### config.mk
export PLATFORM = sky130hd
export DESIGN_NAME = bmf_h_decoder
export DESIGN_NICKNAME = d
export VERILOG_FILES = /design/src/rtl/bmf_pkg.sv /design/src/rtl/bmf_h_rowmux.sv /design/src/rtl/bmf_h_decoder.sv
export SDC_FILE = /design/constraint.sdc
export NUM_CORES = 1
export LEC_CHECK = 0
export BUFFER_PORTS_ARGS = -buffer_cell sky130_fd_sc_hd__buf_4
export CAP_MARGIN = 20
export CORE_AREA = 2 2 53 55
export CTS_BUF_LIST = sky130_fd_sc_hd__clkbuf_8
export DETAILED_ROUTE_END_ITERATION = 16
export DIE_AREA = 0 0 55 57
export PLACE_DENSITY = 0.72
export SLEW_MARGIN = 20
export SYNTH_ARGS = -nofsm -noshare
export SYNTH_HDL_FRONTEND = slang
export SYNTH_SLANG_ARGS = --single-unit
### constraint.sdc
create_clock -name clk -period 1.3 [get_ports clk]
set_input_delay 0.13 -clock clk [delete_from_list [all_inputs] [get_ports clk]]
set_output_delay 0.13 -clock clk [all_outputs]
set_load 0.05 [all_outputs]
### src/rtl/bmf_pkg.sv
// Shared types and helpers for the BMF basis-matrix decoder.
package bmf_pkg;

  localparam int unsigned CNT_W = 32;

  typedef enum logic {
    LOAD = 1'b0,
    RUN  = 1'b1
  } state_e;

  // Index width that never collapses to zero bits (K = 1 still needs a 1-bit row port).
  function automatic int unsigned clog2_min1(input int unsigned n);
    return (n <= 1) ? 1 : $clog2(n);
  endfunction

  // Callers zero-extend their M-bit word (M <= 64) to the 64-bit argument.
  function automatic logic [6:0] popcount(input logic [63:0] v);
    logic [6:0] cnt;
    cnt = '0;
    for (int i = 0; i < 64; i++) cnt = cnt + 7'(v[i]);
    return cnt;
  endfunction

endpackage

### src/rtl/bmf_h_rowmux.sv
// Combinational K x M select-and-accumulate: o_po = OR/XOR of rows i where i_k[i] is set.
module bmf_h_rowmux #(
  parameter int unsigned K        = 4,
  parameter int unsigned M        = 5,
  parameter int unsigned XOR_MODE = 0
) (
  input  logic [K-1:0]   i_k,
  input  logic [K*M-1:0] i_h,
  output logic [M-1:0]   o_po
);

  logic [M-1:0] w_acc;

  always_comb begin
    w_acc = '0;
    for (int i = 0; i < K; i++) begin
      if (i_k[i]) begin
        w_acc = (XOR_MODE != 0) ? (w_acc ^ i_h[i*M +: M]) : (w_acc | i_h[i*M +: M]);
      end
    end
  end

  assign o_po = w_acc;

endmodule

### src/rtl/bmf_h_decoder.sv
// Streaming BMF decompressor: run-time loaded K x M basis H, po = k (x) H, 1-cycle latency.
// Optional error monitor (ref_po, err_bits, err_words, tot_words) under BMF_H_DECODER_ERR_MON_EN.
module bmf_h_decoder
  import bmf_pkg::*;
#(
  parameter int unsigned K        = 4,
  parameter int unsigned M        = 5,
  parameter int unsigned XOR_MODE = 0
) (
  input  logic                       clk,
  input  logic                       rst_n,
  input  logic                       clr,
  input  logic                       ld_valid,
  output logic                       ld_ready,
  input  logic [clog2_min1(K)-1:0]   ld_row,
  input  logic [M-1:0]               ld_data,
  input  logic                       in_valid,
  output logic                       in_ready,
  input  logic [K-1:0]               in_k,
  output logic                       out_valid,
  input  logic                       out_ready,
  output logic [M-1:0]               out_po,
  output logic                       basis_ok
`ifdef BMF_H_DECODER_ERR_MON_EN
  ,
  input  logic [M-1:0]               ref_po,
  output logic [CNT_W-1:0]           err_bits,
  output logic [CNT_W-1:0]           err_words,
  output logic [CNT_W-1:0]           tot_words
`endif
);

  localparam int unsigned RW = clog2_min1(K);

  state_e         r_state, w_state_nxt;
  logic [K-1:0]   r_mask, w_mask_nxt;
  logic [K-1:0]   w_row_sel;
  logic [K*M-1:0] r_h;
  logic           r_out_valid;
  logic [M-1:0]   r_out_po;
  logic [M-1:0]   w_po;
  logic           w_ld_fire, w_in_fire, w_out_fire;

  assign ld_ready   = (r_state == LOAD);
  assign in_ready   = (r_state == RUN) && (!r_out_valid || out_ready);
  assign basis_ok   = (r_state == RUN);
  assign out_valid  = r_out_valid;
  assign out_po     = r_out_po;
  assign w_out_fire = r_out_valid && out_ready;

  // One-hot decode of ld_row; indices >= K select nothing.
  always_comb begin
    w_row_sel = '0;
    for (int i = 0; i < K; i++) begin
      if (ld_row == RW'(i)) w_row_sel[i] = 1'b1;
    end
  end

  always_comb begin
    w_state_nxt = r_state;
    w_mask_nxt  = r_mask;
    w_ld_fire   = 1'b0;
    w_in_fire   = 1'b0;
    case (r_state)
      LOAD: begin
        w_ld_fire = ld_valid;
        if (ld_valid) w_mask_nxt = r_mask | w_row_sel;
        if (&w_mask_nxt) w_state_nxt = RUN;
      end
      RUN: begin
        w_in_fire = in_valid && in_ready;
      end
      default: ;
    endcase
    // clr discards any same-cycle load or input beat.
    if (clr) begin
      w_state_nxt = LOAD;
      w_mask_nxt  = '0;
      w_ld_fire   = 1'b0;
      w_in_fire   = 1'b0;
    end
  end

  always_ff @(posedge clk or negedge rst_n) begin
    if (!rst_n) begin
      r_state <= LOAD;
      r_mask  <= '0;
    end else begin
      r_state <= w_state_nxt;
      r_mask  <= w_mask_nxt;
    end
  end

  // Basis storage is intentionally unreset; only the mask qualifies it.
  always_ff @(posedge clk) begin
    if (w_ld_fire) begin
      for (int i = 0; i < K; i++) begin
        if (w_row_sel[i]) r_h[i*M +: M] <= ld_data;
      end
    end
  end

  bmf_h_rowmux #(.K(K), .M(M), .XOR_MODE(XOR_MODE)) u_rowmux (
    .i_k  (in_k),
    .i_h  (r_h),
    .o_po (w_po)
  );

  always_ff @(posedge clk or negedge rst_n) begin
    if (!rst_n) begin
      r_out_valid <= 1'b0;
      r_out_po    <= '0;
    end else if (clr) begin
      r_out_valid <= 1'b0;
      r_out_po    <= '0;
    end else if (w_in_fire) begin
      r_out_valid <= 1'b1;
      r_out_po    <= w_po;
    end else if (w_out_fire) begin
      r_out_valid <= 1'b0;
    end
  end

`ifdef BMF_H_DECODER_ERR_MON_EN
  logic [M-1:0]     r_ref;
  logic [M-1:0]     w_diff;
  logic [CNT_W:0]   w_bits_sum;
  logic [CNT_W-1:0] r_err_bits, r_err_words, r_tot_words;

  assign w_diff     = r_out_po ^ r_ref;
  assign w_bits_sum = {1'b0, r_err_bits} + (CNT_W+1)'(popcount(64'(w_diff)));
  assign err_bits   = r_err_bits;
  assign err_words  = r_err_words;
  assign tot_words  = r_tot_words;

  // Saturating quality counters, stepped once per delivered word.
  always_ff @(posedge clk or negedge rst_n) begin
    if (!rst_n) begin
      r_ref       <= '0;
      r_err_bits  <= '0;
      r_err_words <= '0;
      r_tot_words <= '0;
    end else if (clr) begin
      r_ref       <= '0;
      r_err_bits  <= '0;
      r_err_words <= '0;
      r_tot_words <= '0;
    end else begin
      if (w_in_fire) r_ref <= ref_po;
      if (w_out_fire) begin
        r_err_bits <= w_bits_sum[CNT_W] ? '1 : w_bits_sum[CNT_W-1:0];
        if (|w_diff && (r_err_words != '1)) r_err_words <= r_err_words + 1'b1;
        if (r_tot_words != '1) r_tot_words <= r_tot_words + 1'b1;
      end
    end
  end
`endif

endmodule

==> results of run 1 <==
registers in the layout (all words and copies together) (netlist names):
signal     count
out_valid      1
r_mask         4
r_h           20
out_po         5
basis_ok       1
path summary, 6_finish.rpt:
path | startpoint | slack [ns] | cells past startpoint | to
hold reg to reg | r_mask[1] | 0.48 | 1 | r_mask[1]
setup / recovery | basis_ok | -0.03 | 3 | r_h[0]
min in group asynchronous | rst_n | 0.20 | 2 | out_po[0]
hold / removal | ld_data[4] | 0.05 | 1 | r_h[19]
max in group asynchronous | rst_n | 0.93 | 2 | basis_ok
setup reg to reg | basis_ok | -0.03 | 3 | r_h[0]
cells in the final DEF, fill, tap and decap left out:
| cell | n |
|---|---|
| edfxtp_1 | 20 |
| buf_4 | 28 |
| dfrtp_2 | 2 |
| and2_4 | 1 |
| and2b_2 | 1 |
| o21ai_1 | 1 |
| nand4b_1 | 1 |
| a21oi_1 | 1 |
| nor4_4 | 1 |
| and2_2 | 1 |
| inv_1 | 3 |
| a22o_1 | 5 |
| clkbuf_8 | 5 |
| a311oi_2 | 1 |
| o311a_1 | 1 |
| o21ai_0 | 1 |
| buf_6 | 2 |
| nand2_1 | 2 |
| nand4_1 | 2 |
| clkinv_2 | 1 |
| and3b_2 | 1 |
| o2bb2ai_1 | 5 |
| a221oi_1 | 5 |
| dfrtp_1 | 9 |
| nor4b_4 | 2 |
| clkinvlp_4 | 1 |
| a21o_1 | 4 |
| a31oi_1 | 1 |
| dlygate4sd3_1 | 1 |
| nand2b_1 | 1 |
| buf_12 | 1 |
power by group through the flow:
stage | sequential [mW] | combinational (mW) | clock (mW)
finish | 1.08 | 0.136 | 0.714
global route | 1.08 | 0.150 | 0.788
CTS | 1.08 | 0.137 | 0.732
detailed placement | 1.10 | 0.134 | 0
global placement | 1.10 | 0.129 | 0
floorplan | 1.10 | 0.0461 | 0
what timing repair did:
item | CTS | global route
hold endpoints to repair | 11 | 0
pin swaps | 0 | 1
setup endpoints to repair | 2 | 17
resized for setup | 1 | 1
setup buffers | 2 | 1
hold buffers | 1 | 0
worst max-delay path, stage by stage, from the launching register on:
cell and delay, ns:
dfrtp_2 0.43, buf_12 0.13, nor4b_4 0.22, and2b_2 0.26
routing by layer:
metal  global-route usage  up-vias  wire (µm)
li1                     -      376          -
met1                0.227      396       1080
met2                0.260       11       1180
met3               0.0785        8         90
met4               0.0941        0         59
met5                    0        -          0
final cells by class:
type                    count  area (µm²)  area share
well taps                  31        38.8      0.0240
inverters                   2        7.51     0.00464
flip-flops and latches     31         878       0.543
repair buffers             32         263       0.162
multi-input cells          38         347       0.214
clock inverters             3        16.3      0.0100
clock buffers               5        68.8      0.0425
through the flow:
stage	cell area, µm²	utilization	worst slack, ns
after global routing	1620	0.619	-0.0552
after detailed placement	1480	0.567	0.0497
after global placement	1480	0.567	0.0755
final	1620	0.619	-0.0308
after floorplan	1240	-	-0.115
after CTS	1610	0.615	-0.0331
kinds of logic after synthesis:
| family | share of synthesized area |
|---|---|
| AOI/OAI and AO/OA | 0.173 |
| buffers and inverters | 0.0104 |
| DFF | 0.728 |
| and+or+nand+nor | 0.0894 |
==> out/metrics.yaml, run 1 <==
antenna_found_initial: 0
violations: "negative setup slack"
grt_usage: 0.180
fill_cells: 208
port-buffer-count: 25
worstPathArrival_ns: 1.32
yosys.area.top_type: "edfxtp_1"
num_vias: 791
viasPerCell: 5.57
tightest_slew_ns: 0.334
ys_warn_count: 0
die_width_um: 55
hpwl_mm: 1.76
outcome: "finished with violations"
p_leak_nw: 0.673
yosys-top-cells-area: "edfxtp_1 50%, dfrtp_1 23%, a221oi_1 3.6%"
clk_pin_slew_worst_paths_ns: 0.07
crit_required_ns: 1.29
drive_above_1_share: 0.432
cts_buffers: 5
clock-sinks: 31
synth_most_common_cell: "edfxtp_1"
ys_top_cells_by_count: "20 x edfxtp_1, 11 x dfrtp_1, 5 x a221oi_1, 5 x a22o_1, 5 x o2bb2ai_1"
clk_path_buf_depth: 2
grt_pass1_wl_mm: 3.80
comb_power_share: 0.071
core-area_mm2: 0.00262
initial_core_util: 0.460
switching_power_uw: 427
synth_cell_types: 23
pwr-share-clk: 0.370
hold_viol: 0
synth-seq-area-share: 0.728
dr.pass1.iters: 4
internal-power_mw: 1.50
syn2layout_area_growth_pct: 34.5
antenna_cells: 0
final_antenna_net_count: 0
drt_iter0_drc: 40
switching_share: 0.221
slew_headroom: 0.778
synthFlopType: "edfxtp_1"
seq_power_share: 0.560
routabilityCongestion: 0.693
dp_cells: 130
fin_crit_sh: 1.02
setup_violations: 6
clock_latency_ns: 0.29
hold_ws_ns: 0.0463
async_reset_ff_frac: 0.355
syn_area_mm2: 0.00120
grt_pass1_vias: 798
htreeDepth: 2
cp_max_fo: 6
drc: 0
pin_count: 26
cts_root_buffer: "clkbuf_8"
rsz0062_at_grt: "yes"
avgSynthCellArea_um2: 16.7
end_kind: "flip-flop"
dieArea_mm2: 0.00314
syn-instance-count: 72
peakVddDrop_mv: 0.838
synth-edff-count: 20
die_h_um: 57
fmax_mhz: 751
powerDensity_mw_per_mm2: 1190
path_class: "reg2reg"
fin_crit_ns: 1.33
cts_tree: "built"
instances_no_fill: 142
total_power_mw: 1.93
fin_skew_ns: 0.00888
avgRoutedWirePerCell_um: 17.0
drv_cap: 0
grt_start_max_net_pins: 12
synth-seq-cells: 31
globalRouteOverflowTotal: 0
drv_slew: 0
tns_ns: -0.169
min_path_type: "in2reg"
synthesis.nets: 89
wl_mm: 2.41
synth_top_area_share: 0.499
startpoint_type: "flip-flop"
layout.nets: 127
finalWorstSetupSlack_ns: -0.0308
rows: 19
No activity file was read; power rests on OpenSTA's default activity.
==> run 2, diff against run 1 <==
PLACE_DENSITY = 0.74   (was 0.72)
SETUP_SLACK_MARGIN = 0.2   (was unset)
SLEW_MARGIN = 25   (was 20)
==> run 2 against run 1 <==
The flow still finishes with violations (negative setup slack); maximum frequency down 0.67%; total power up 3.3%; worst hold slack better by 0.0013 ns; sequential share of layout area down 3.7 points; clock power up 7.0%; register-to-register slack about the same; routed wire length up 12%; critical path depth unchanged; global-route usage up 0.12 points.
==> out/metrics.yaml, run 2 (synthesis results as in run 1) <==
cp_max_fo: 6
cts_root_buffer: "clkbuf_8"
startpoint_type: "flip-flop"
place_ws_ns: 0.0134
rr_startpoint: "basis_ok"
r2r_slack_ns: -0.04
clk_pin_slew_worst_paths_ns: 0.07
globalRouteOverflowTotal: 0
die_h_um: 57
crit_cells: 3
die_width_um: 55
hpwl_mm: 1.68
fin_skew_ns: 0.00888
peakVddDrop_mv: 0.897
crit_end: "r_h[2]"
layout.nets: 132
rows: 19
final_antenna_net_count: 0
antenna_found_initial: 0
drive_above_1_share: 0.534
antenna_cells: 0
rsz0062_at_grt: "yes"
tns_ns: -0.231
reg2reg_depth: 3
path_class: "reg2reg"
fin_crit_sh: 1.03
critPathTopFamily: "simple AND/OR/NAND/NOR gates"
drv_slew: 0
grt_pass1_wl_mm: 3.84
drv_cap: 0
largest_reg_flops: 20
clock_latency_ns: 0.29
regToRegEndpoint: "r_h[2]"
htreeDepth: 2
startpoint: "basis_ok"
p_leak_nw: 0.730
end_kind: "flip-flop"
path_buf_inv: 1
cp_slowest_stage_delay_ns: 0.43
fin_crit_ns: 1.34
viasPerCell: 5.66
crit_required_ns: 1.29
grt_pass1_vias: 827
grt_usage: 0.181
fmax_mhz: 746
largest_register: "r_h"
place_area_mm2: 0.00148
port-buffer-count: 25
worstPathArrival_ns: 1.33
min_path_type: "in2reg"
hold_viol: 0
total_power_mw: 2.00
outcome: "finished with violations"
core-area_mm2: 0.00262
tightest_slew_ns: 0.350
crit_chain: "buf_6, nor4b_4, and2b_2"
finalWorstSetupSlack_ns: -0.0398
drc: 0
routabilityCongestion: 0.661
powerDensity_mw_per_mm2: 1150
cts_buffers: 5
grt_start_max_net_pins: 12
crit_slowest_cell: "dfrtp_2"
clock-sinks: 31
drt_iter0_drc: 29
cts_tree: "built"
slew_headroom: 0.766
wl_mm: 2.71
num_vias: 832
final_cell_mix: "28 x buf_4, 20 x edfxtp_1, 9 x dfrtp_1, 6 x clkbuf_8"
dr.pass1.iters: 4
dieArea_mm2: 0.00314
clk_path_buf_depth: 2
initial_core_util: 0.460
layout_commonest_cell: "buf_4"
setup_violations: 10
avgRoutedWirePerCell_um: 18.4
pin_count: 26
syn2layout_area_growth_pct: 44.5
fin_area_mm2: 0.00174
violations: "negative setup slack"
-- run 2: layout make-up --
class | instances | area [µm²]
clock buffers | 6 | 82.6
clock inverters | 2 | 8.76
fillers | 197 | 876
inverters | 2 | 10.0
multi-input cells | 38 | 399
flip-flops and latches | 31 | 878
well taps | 31 | 38.8
repair buffers | 37 | 322
-- run 2: per-stage QoR --
step	cells	hold slack, ns	utilization
floorplan	72	-0.166	-
global placement	130	-0.0291	0.567
detailed placement	130	-0.0279	0.567
CTS	144	0.0471	0.634
global route	147	0.0372	0.665
finish	147	0.0476	0.665
-- run 2: worst min path at each step --
stage / start / end / slack [ns] / depth (start not counted)
2_1_floorplan: rst_n / basis_ok / -0.17 / 0
3_3_place_gp: rst_n / out_po[3] / -0.03 / 1
3_5_place_dp: rst_n / out_po[2] / -0.03 / 1
4_1_cts: ld_data[0] / r_h[15] / 0.05 / 1
5_1_grt: ld_data[3] / r_h[8] / 0.04 / 1
6_report: ld_data[0] / r_h[10] / 0.05 / 1
-- run 2: power by group --
group | switching (mW) | total (mW) | internal (mW)
clock network | 0.346 | 0.764 | 0.418
registers | 0.00952 | 1.08 | 1.07
logic | 0.0766 | 0.149 | 0.0723
-- run 2: per-layer routing --
metal / part of all wire / track usage
met5: 0 / 0
met4: 0.017 / 0.0906
met3: 0.050 / 0.0733
met2: 0.54 / 0.284
met1: 0.39 / 0.211
-- run 2: repair_timing --
| action | in CTS | in global routing |
|---|---|---|
| hold endpoints to repair | 11 | 0 |
| pin swaps | 3 | 3 |
| setup buffers | 5 | 3 |
| resized for setup | 11 | 11 |
| hold buffers | 1 | 0 |
| endpoints found under the setup margin | 33 | 34 |
==> run 3, diff against run 2 <==
==> constraint.sdc (replaced) <==
create_clock -name clk -period 1.3 [get_ports clk]
set_input_delay 0.195 -clock clk [delete_from_list [all_inputs] [get_ports clk]]
set_output_delay 0.195 -clock clk [all_outputs]
set_load 0.05 [all_outputs]
==> run 3 against run 2 <==
The run still ends with negative setup slack left; clock skew rose by 0.00067 ns; combinational power barely moved; total power increased by 7.4%; register-to-register slack got worse by 0.03 ns; first-iteration DRC count down 55%; sequential share of layout area up 1.6 points; utilization is 2.1 points lower; critical path depth is the same; clock power rose by 20%; global-route usage unchanged; setup slack lost 0.037 ns; count of clock-buffer cells in the layout shrank 1; largest cell class unchanged; highest routed layer unchanged.
==> out/metrics.yaml, run 3 (synthesis results as in run 1) <==
globalRouteOverflowTotal: 0
final_cell_mix: "25 x buf_4, 20 x edfxtp_1, 9 x dfrtp_1"
rows: 19
largest_reg_flops: 20
initial_core_util: 0.460
dr.pass1.iters: 4
wl_mm: 2.47
port-buffer-count: 25
die_width_um: 55
core-area_mm2: 0.00262
dieArea_mm2: 0.00314
min_path_type: "in2reg"
slew_headroom: 0.811
hpwl_mm: 1.72
fin_skew_ns: 0.00955
hold_ws_ns: 0.114
pin_count: 26
grt_pass1_wl_mm: 3.83
hold_viol: 0
p_leak_nw: 0.697
htreeDepth: 2
finalWorstSetupSlack_ns: -0.0765
routabilityCongestion: 0.682
final_antenna_net_count: 0
cts_tree: "built"
avgRoutedWirePerCell_um: 17.5
rsz0062_at_grt: "yes"
cts_root_buffer: "clkbuf_8"
viasPerCell: 5.63
clk_pin_slew_worst_paths_ns: 0.07
clk_path_buf_depth: 2
powerDensity_mw_per_mm2: 1270
layout.nets: 126
startpoint_type: "flip-flop"
crit_required_ns: 1.11
place_ws_ns: 0.0441
clock-sinks: 31
violations: "negative setup slack"
outcome: "finished with violations"
clock_latency_ns: 0.29
drv_cap: 0
layout_commonest_cell: "buf_4"
total_power_mw: 2.14
end_kind: "output port"
instances_no_fill: 141
tns_ns: -0.603
tightest_slew_ns: 0.283
cp_max_fo: 6
drive_above_1_share: 0.500
drt_iter0_drc: 13
worstPathArrival_ns: 1.18
grt_pass1_vias: 820
grt_usage: 0.181
fin_crit_ns: 1.38
antenna_found_initial: 0
cts_buffers: 5
drc: 0
fmax_mhz: 726
peakVddDrop_mv: 1.13
largest_register: "r_h"
syn2layout_area_growth_pct: 40.0
grt_start_max_net_pins: 12
die_h_um: 57
setup_violations: 16
num_vias: 794
fin_crit_sh: 1.06
antenna_cells: 0
dp_cells: 130
path_class: "reg2out"
drv_slew: 0
[run 3: cell count changes in the layout (fill, tap and decap cells not counted), moves of 2 or more]
cell / delta
o2bb2ai_1: +4
o2bb2ai_2: -4
a221oi_1: -3
a221oi_2: +3
buf_4: -3
buf_6: -2
[run 3: metal layers]
layer | GRT usage | vias to the layer above | part of all wire
li1 | - | 370 | -
met1 | 0.202 | 396 | 0.42
met2 | 0.284 | 26 | 0.51
met3 | 0.0890 | 2 | 0.057
met4 | 0.0871 | 0 | 0.0097
met5 | 0 | - | 0
[run 3: layout make-up]
type | instances | area [µm²]
Clock inverter | 3 | 38.8
Fill cell | 215 | 930
Sequential cell | 31 | 878
Timing Repair Buffer | 31 | 262
Inverter | 2 | 7.51
Multi-Input combinational cell | 38 | 392
Tap cell | 31 | 38.8
Clock buffer | 5 | 68.8
[run 3: worst max-delay path: stages (launching register included)]
cell and delay (ns):
dfrtp_2 0.42, buf_4 0.16, and2_2 0.17, buf_6 0.15
[run 3: final timing paths]
kind / to / startpoint / slack, ns / cells past startpoint
worst max-delay path: in_ready / basis_ok / -0.08 / 3
worst min-delay path: r_h[13] / ld_data[3] / 0.11 / 1
worst max register to register: r_h[0] / basis_ok / -0.07 / 3
worst min register to register: r_mask[1] / r_mask[1] / 0.48 / 1
max in group asynchronous: basis_ok / rst_n / 0.86 / 2
min in group asynchronous: out_valid / rst_n / 0.28 / 2
[run 3: per-stage QoR]
stage | cell area, µm² | utilization
global placement | 1480 | 0.567
finish | 1690 | 0.644
floorplan | 1240 | -
CTS | 1620 | 0.620
detailed placement | 1480 | 0.567
global route | 1690 | 0.644
[run 3: timing repair]
item	in CTS	in global routing
setup buffers	2	0
endpoints found under the hold margin	11	0
pin swaps	3	7
hold buffers	1	0
setup endpoints to repair	33	36
resized for setup	2	14
[run 3: power breakdown]
| part | total, mW | leakage, nW | switching (mW) | internal, mW |
|---|---|---|---|---|
| clock | 0.914 | 0.0556 | 0.354 | 0.560 |
| combinational | 0.146 | 0.312 | 0.0745 | 0.0715 |
| sequential | 1.08 | 0.330 | 0.00988 | 1.07 |
